$ cat config.mk
export PLATFORM = sky130hd
export DESIGN_NAME = ifft4_seq
export DESIGN_NICKNAME = d
export VERILOG_FILES = /design/src/rtl/ifft4_pkg.sv /design/src/rtl/ifft4_seq_cbfly.sv /design/src/rtl/ifft4_seq.sv
export SDC_FILE = /design/constraint.sdc
export NUM_CORES = 1
export LEC_CHECK = 0
export CORE_MARGIN = 2
export CORE_UTILIZATION = 40
export DETAILED_ROUTE_END_ITERATION = 16
export GPL_TIMING_DRIVEN = 0
export HOLD_SLACK_MARGIN = 0.15
export SLEW_MARGIN = 15
export SYNTH_ARGS = -nofsm -noshare
export SYNTH_HDL_FRONTEND = slang
export SYNTH_SLANG_ARGS = --single-unit
$ cat constraint.sdc
create_clock -name clk -period 5.55 [get_ports clk]
set_clock_uncertainty 0.05 [all_clocks]
set_input_delay 1.11 -clock clk [delete_from_list [all_inputs] [get_ports clk]]
set_output_delay 1.11 -clock clk [all_outputs]
set_load 0.01 [all_outputs]
$ cat src/rtl/ifft4_pkg.sv
// ifft4_pkg: shared state encoding, default width and complex type for ifft4_seq.
package ifft4_pkg;
  localparam int DW_DEF = 4;
  localparam int AW_DEF = DW_DEF + 2;
  typedef enum logic [1:0] {IDLE, ST1, ST2, DONE} state_t;
  typedef struct packed {
    logic signed [AW_DEF-1:0] re;
    logic signed [AW_DEF-1:0] im;
  } cplx_t;
  function automatic cplx_t sext(input logic signed [DW_DEF-1:0] re, input logic signed [DW_DEF-1:0] im);
    return '{re: AW_DEF'(re), im: AW_DEF'(im)};
  endfunction
endpackage

$ cat src/rtl/ifft4_seq_cbfly.sv
// cbfly: combinational complex radix-2 butterfly producing a+b and a-b.
module cbfly #(
  parameter int W = 6
) (
  input  logic signed [W-1:0] i_a_re,
  input  logic signed [W-1:0] i_a_im,
  input  logic signed [W-1:0] i_b_re,
  input  logic signed [W-1:0] i_b_im,
  output logic signed [W-1:0] o_s_re,
  output logic signed [W-1:0] o_s_im,
  output logic signed [W-1:0] o_d_re,
  output logic signed [W-1:0] o_d_im
);
  assign o_s_re = i_a_re + i_b_re;
  assign o_s_im = i_a_im + i_b_im;
  assign o_d_re = i_a_re - i_b_re;
  assign o_d_im = i_a_im - i_b_im;
endmodule

$ cat src/rtl/ifft4_seq.sv
// ifft4_seq: sequential 4-point inverse FFT, two butterfly stages then /4 scaling.
// Define IFFT4_EXACT_CHK_EN to flag bin sets that are not the transform of a real integer sequence.
module ifft4_seq
  import ifft4_pkg::*;
#(
  parameter int DW = DW_DEF
) (
  input  logic                 clk,
  input  logic                 rst,
  input  logic                 in_valid,
  output logic                 in_ready,
  input  logic signed [DW-1:0] in_re_0,
  input  logic signed [DW-1:0] in_re_1,
  input  logic signed [DW-1:0] in_re_2,
  input  logic signed [DW-1:0] in_re_3,
  input  logic signed [DW-1:0] in_im_0,
  input  logic signed [DW-1:0] in_im_1,
  input  logic signed [DW-1:0] in_im_2,
  input  logic signed [DW-1:0] in_im_3,
  output logic                 out_valid,
  input  logic                 out_ready,
  output logic signed [DW-1:0] out_re_0,
  output logic signed [DW-1:0] out_re_1,
  output logic signed [DW-1:0] out_re_2,
  output logic signed [DW-1:0] out_re_3,
  output logic [3:0]           out_bits,
  output logic                 out_err
);
  localparam int AW = DW + 2;
  typedef struct packed {
    logic signed [AW-1:0] re;
    logic signed [AW-1:0] im;
  } cx_t;
  state_t r_state, w_next;
  cx_t r_x [4];
  cx_t r_a [4];
  cx_t w_a [4];
  cx_t w_y [4];
  logic signed [DW-1:0] r_re [4];
  logic w_acc;
  always_comb begin
    in_ready = (r_state == IDLE) && !rst;
    out_valid = (r_state == DONE);
    w_acc = in_valid && in_ready;
    w_next = (r_state == IDLE) ? (w_acc ? ST1 : IDLE) :
             (r_state == ST1)  ? ST2 :
             (r_state == ST2)  ? DONE :
             (out_ready ? IDLE : DONE);
  end
  // stage 1 pairs (x0,x2)->a0,a1 and (x1,x3)->a2,a3
  for (genvar g = 0; g < 2; g++) begin : g_st1
    cbfly #(.W(AW)) u_bf (
      .i_a_re(r_x[g].re), .i_a_im(r_x[g].im), .i_b_re(r_x[g+2].re), .i_b_im(r_x[g+2].im),
      .o_s_re(w_a[2*g].re), .o_s_im(w_a[2*g].im), .o_d_re(w_a[2*g+1].re), .o_d_im(w_a[2*g+1].im)
    );
  end
  cbfly #(.W(AW)) u_st2 (
    .i_a_re(r_a[0].re), .i_a_im(r_a[0].im), .i_b_re(r_a[2].re), .i_b_im(r_a[2].im),
    .o_s_re(w_y[0].re), .o_s_im(w_y[0].im), .o_d_re(w_y[2].re), .o_d_im(w_y[2].im)
  );
  assign w_y[1] = '{re: r_a[1].re - r_a[3].im, im: r_a[1].im + r_a[3].re};
  assign w_y[3] = '{re: r_a[1].re + r_a[3].im, im: r_a[1].im - r_a[3].re};
  always_ff @(posedge clk or posedge rst) begin
    if (rst) begin
      r_state <= IDLE;
      r_x <= '{default: '0};
      r_a <= '{default: '0};
      r_re <= '{default: '0};
    end else begin
      r_state <= w_next;
      if (w_acc)
        r_x <= '{'{AW'(in_re_0), AW'(in_im_0)}, '{AW'(in_re_1), AW'(in_im_1)},
                 '{AW'(in_re_2), AW'(in_im_2)}, '{AW'(in_re_3), AW'(in_im_3)}};
      if (r_state == ST1) r_a <= w_a;
      if (r_state == ST2)
        for (int i = 0; i < 4; i++) r_re[i] <= DW'(w_y[i].re >>> 2);
    end
  end
`ifdef IFFT4_EXACT_CHK_EN
  logic r_err, w_err;
  always_comb begin
    w_err = 1'b0;
    for (int i = 0; i < 4; i++) w_err = w_err | (|w_y[i].re[1:0]) | (|w_y[i].im);
  end
  always_ff @(posedge clk or posedge rst) begin
    if (rst) r_err <= 1'b0;
    else if (r_state == ST2) r_err <= w_err;
    else if (r_state == DONE && out_ready) r_err <= 1'b0;
  end
  assign out_err = r_err;
`else
  logic w_unused;
  assign w_unused = ^{w_y[0].im, w_y[1].im, w_y[2].im, w_y[3].im,
                      w_y[0].re[1:0], w_y[1].re[1:0], w_y[2].re[1:0], w_y[3].re[1:0]};
  assign out_err = 1'b0;
`endif
  assign out_re_0 = r_re[0];
  assign out_re_1 = r_re[1];
  assign out_re_2 = r_re[2];
  assign out_re_3 = r_re[3];
  assign out_bits = {r_re[3][0], r_re[2][0], r_re[1][0], r_re[0][0]};
endmodule

; Word-level counts from Yosys, hierarchy flattened
; Cells that the tools add are included.
[word_totals]
wordCells = 35
output_inout_bits = 23
in_bits = 36
ff_bits = 66
[op_classes]
reduce_logical = 4
n_eq_ne = 3
addsub = 8
mux = 5
[op_table]
columns = cell, count
row1 = adder 6 bit, 2
row2 = subtractor 6 bit, 2
row3 = adder 4 x 4 -> 5 bit, 2
row4 = subtractor 4 x 4 -> 5 bit, 2
row5 = 2-to-1 mux 2 bit, 4
row6 = "== test 2 bit, second input constant", 2
row7 = "== test 2 x 1 -> 1 bit, second input constant", 1
row8 = logical AND 1 bit, 2
row9 = logical NOT 2 bit, 1
row10 = logical NOT 1 bit, 1
row11 = 2-to-1 mux 1 bit, 1

; Depth between registers and ports, before layout
[depth]
ltp_word = 5
mapped_depth = 7
ltp_nobuf = 7

; Modules after synthesis
; From an unflattened synthesis, not the netlist that was laid out.
[hier_totals]
cells_unflattened = 638
area_unflattened_um2 = 6452.4
[modules_own_cells]
columns = mod, seq_area_each_um2, n_inst, cells_per_inst, area_per_inst_um2
row1 = ifft4_seq, 2152.1, 1, 269, 3662.3
row2 = cbfly at g_st1[0].u_bf ..., 0.0, 2, 123, 928.4
row3 = cbfly at u_st2, 0.0, 1, 123, 933.4

; Worst setup path before layout
; Ideal clock, no wire load.
[synth_timing]
kind = in2out
startpoint = input port rst
endpoint = output port in_ready
stages = 1
arrival_ns = 1.306
required_time_ns = 4.390
setup_slack_ns = 3.084
path_cell_list = nor3_2
[synth_via]
elab_chain_len = 2
[synth_rtl]
columns = item, line
row1 = start: declaration, ifft4_seq.sv:9  ; input logic rst,
row2 = logical NOT 1 bit (no source line), n/a
row3 = logical AND 1 bit, ifft4_seq.sv:42  ; in_ready = (r_state == IDLE) && !rst;
row4 = end: declaration, ifft4_seq.sv:11  ; output logic in_ready,
; Every way passes these cells.

; Worst setup path after layout
; Ends and elaborated chain as after synthesis.

==> run_results.csv <==
group,metric,value,unit
critical_path,cp.depth,3,
critical_path,reg2regPathDepth,7,
route,viasPerCell,4.979,
logic_synthesis,ys_warn_count,0,
critical_path,path_class,"input pin to primary output",
global_routing,grt_pass1_vias,2517,
cts,cts_setup_buffers,0,
global_routing,overflow,0,
finish,finalCoreUtilization,0.5105,
global_routing,grt_max_degree,62,
route,wl_per_cell,12.59,um
sta,rsz0062_at_grt,"false",
logic_synthesis,synth_ff_type,"dfrtp_1",
cts,cts_buffer_depth,2,
sta,setup_violations,0,
critical_path,cp_common_cell,"clkdlybuf4s50_1",
route,dr.pass1.iters,4,
logic_synthesis,ys_seq_elements,61,
route,ant_nets,0,
route,finalWirelength,6674,um
die,io_pins,59,
placed_design,io_buffers,49,
cts,holdBufCountCts,0,
cts,path_clk_slew,60,ps
critical_path,crit_buf_inv,2,
finish,antennaDiodeCount,0,
route,drc,0,
die,coreArea,8721,um^2
critical_path,crit_family,"buffers and inverters",
power_and_ir_drop,leakage,2.047,nW
logic_synthesis,postSynthAreaPerCell,10.08,um^2
power_and_ir_drop,p_switching,1.122,mW
global_routing,grt_first_pass_wirelength,11690,um
logic_synthesis,synthCells,357,
hold_path,hold_path.class,"register to register",
logic_synthesis,synth_area,3598,um^2
power_and_ir_drop,clockPowerShare,0.156,
critical_path,crit_arrival,2300,ps
outcome,status,"complete, no violations",
sta,tightest_slew,737.0,ps
logic_synthesis,synth_top_area_share,0.4242,
logic_synthesis,synth_cell_types,50,
power_and_ir_drop,swShare,0.3918,
placed_design,place_hpwl,5101,um
critical_path,reg2reg_to,"out_re_0[2]$_DFFE_PP0P_",
sta,fin_tns_setup,0,ps
finish,area_growth_syn_to_layout,23.71,%
sta,fin_crit_sh,0.6236,
cts,cts-resized-gates,0,
sta,hold_violations,0,
cts,cts_tree,"yes",
hold_path,min_path_cells,2,
critical_path,cp.required,4390,ps
power_and_ir_drop,powerDensity,643.3,nW/um^2
hold_path,hold_path_end,"out_re_2[1]$_DFFE_PP0P_",
critical_path,worstSetupStartpointType,"input pin",
logic_synthesis,synthArstFlopShare,1.000,
cts,clk_latency,330,ps
critical_path,reg2reg_from,"r_a[20]$_DFFE_PP0N_",
logic_synthesis,synth_area_leaders,"dfrtp_1 42%, ha_1 11%, nand2_1 4.8%, o21ai_0 4.7%, inv_1 3.2%",
die,die_area,9770,um^2
sta,timing.fmax,288.9,MHz
logic_synthesis,yosys.area.top_type,"dfrtp_1",
logic_synthesis,synth_compound_area_frac,0.1280,
critical_path,crit_path_cell_trace,"clkdlybuf4s50_1 > nor3_2 > clkdlybuf4s50_1",
critical_path,endpoint_kind,"primary output",
critical_path,cpPeakStageDelay,560,ps
logic_synthesis,synth_top_family_by_area,"simple AND/OR/NAND/NOR gates",
logic_synthesis,synth-xor-area-share,0.02677,
power_and_ir_drop,combPwrFrac,0.556,
die,die_x,98.85,um
finish,nets,489,
critical_path,cp_max_fo,2,
critical_path,cp_slowest_cell,"clkdlybuf4s50_1",
die,die_h,98.85,um
route,vias,2639,
job,drv_cap,0,
logic_synthesis,seq_area_frac_synth,0.4242,
power_and_ir_drop,ir_worst_vdd,0.1877,mV
finish,drive_gt1_frac,0.1374,
logic_synthesis,synthMuxAreaShare,0.06606,
sta,hold_slack,429.4,ps
cts,cts_buffers,9,
critical_path,cp-startpoint,"rst",
cts,cts_root_buf,"clkbuf_8",
placed_design,place.gp.congestion,0.7847,
power_and_ir_drop,totalPowerFinal,2.864,mW
power_and_ir_drop,p_int,1.742,mW
global_routing,grt_util_all_layers,0.1480,
logic_synthesis,syn-num-nets,429,
route,drt-initial-drc-count,91,
hold_path,min_from,"out_re_2[1]$_DFFE_PP0P_",
critical_path,r2r_setup_slack,3690,ps
sta,layout_min_cycle_time,3461,ps
power_and_ir_drop,p_seq_frac,0.288,
global_routing,antenna_found_initial,0,
die,rows,34,
logic_synthesis,synth-simple-area-share,0.1450,
die,start_util,0.4126,
logic_synthesis,synth-adder-area-share,0.1335,
cts,clkSinkCount,61,
sta,slew_viol_final,0,
sta,max-slew-margin-rel,0.5086,
logic_synthesis,synth_edf_count,0,
cts,htree_levels,3,
## Yosys cell counts (4+ instances only)
cell type / n
mux2_2: 10
inv_1: 31
a21oi_1: 10
nor2b_1: 9
o31ai_1: 4
nand2_1: 46
nor4_1: 5
nor2_1: 6
and3_1: 4
buf_2: 8
buf_4: 8
nand3_1: 6
o21a_1: 5
mux2_4: 7
ha_1: 32
dfrtp_1: 61
xnor2_1: 8
nor3_1: 9
o21ai_0: 34
fa_1: 4
## power by group through the flow
stage	clock network, mW	registers (mW)	logic [mW]
2_1_floorplan	0	0.822	1.16
3_3_place_gp	0	0.829	1.57
3_5_place_dp	0	0.840	1.59
4_1_cts	0.463	0.831	1.61
5_1_grt	0.482	0.864	1.80
6_report	0.448	0.825	1.59
## registers in the layout, summed over array words and instances (netlist names)
name,count
r_a,19
out_re_0,4
out_re_3,4
out_re_1,4
r_x,24
r_state,2
out_re_2,4
## per-stage QoR
stage / setup slack, ps / cell area [um^2] / cells
5_1_grt: 2028 / 4452 / 530
3_3_place_gp: 1724 / 4224 / 514
3_5_place_dp: 2083 / 4227 / 514
6_report: 2089 / 4452 / 530
2_1_floorplan: 2877 / 3598 / 357
4_1_cts: 2079 / 4452 / 530
## worst max path at each step
stage | to | slack (ps)
final | in_ready | 2090
after global routing | in_ready | 2030
after CTS | in_ready | 2080
after detailed placement | in_ready | 2080
after global placement | out_re_2[2]$_DFFE_PP0P_ | 1720
after floorplan | out_re_0[0]$_DFFE_PP0P_ | 2880
## tightest hold or removal path: cells and delay by family, from the launching register on
| kind | cells | cell delay (ps) |
|---|---|---|
| flip-flops | 1 | 340 |
| AND/OR/NAND/NOR | 1 | 40 |
| AO/OA/AOI/OAI | 1 | 60 |
## layout make-up
| cell class | instances | area [um^2] |
|---|---|---|
| well taps | 108 | 135.1 |
| multi-input cells | 243 | 1800 |
| clock buffers | 12 | 155.1 |
| plain buffers | 22 | 155.1 |
| clock inverters | 4 | 70.07 |
| fillers | 820 | 4269 |
| flip-flops and latches | 61 | 1526 |
| repair buffers | 49 | 490.5 |
| inverters | 31 | 118.9 |
## metal layers
metal  global-route usage  wire length (um)  vias to the layer above
met3              0.02624               256                       10
met1               0.2013              3255                     1220
met2               0.2287              3033                       59
met5                    0                 0                        -
li1                     -                 -                     1350
met4              0.07165               129                        0
## kinds of logic after synthesis
family | count (synthesis)
adder cells (fa/ha/maj) | 36
XOR/XNOR | 11
AND/OR/NAND/NOR | 102
buffers and inverters | 53
AO/OA/AOI/OAI | 74
multiplexers | 19
flip-flops | 61
other | 1
## cell usage in the layout (no fill, tap or decap), types with 9 or more instances in the layout
| master | instances |
|---|---|
| a21oi_1 | 10 |
| clkbuf_8 | 11 |
| clkdlybuf4s50_1 | 49 |
| dfrtp_1 | 61 |
| ha_1 | 32 |
| inv_1 | 30 |
| mux2_2 | 10 |
| nand2_1 | 46 |
| nor2b_1 | 9 |
| nor3_1 | 9 |
| o21ai_0 | 34 |
(Power assumes the default switching activity.)
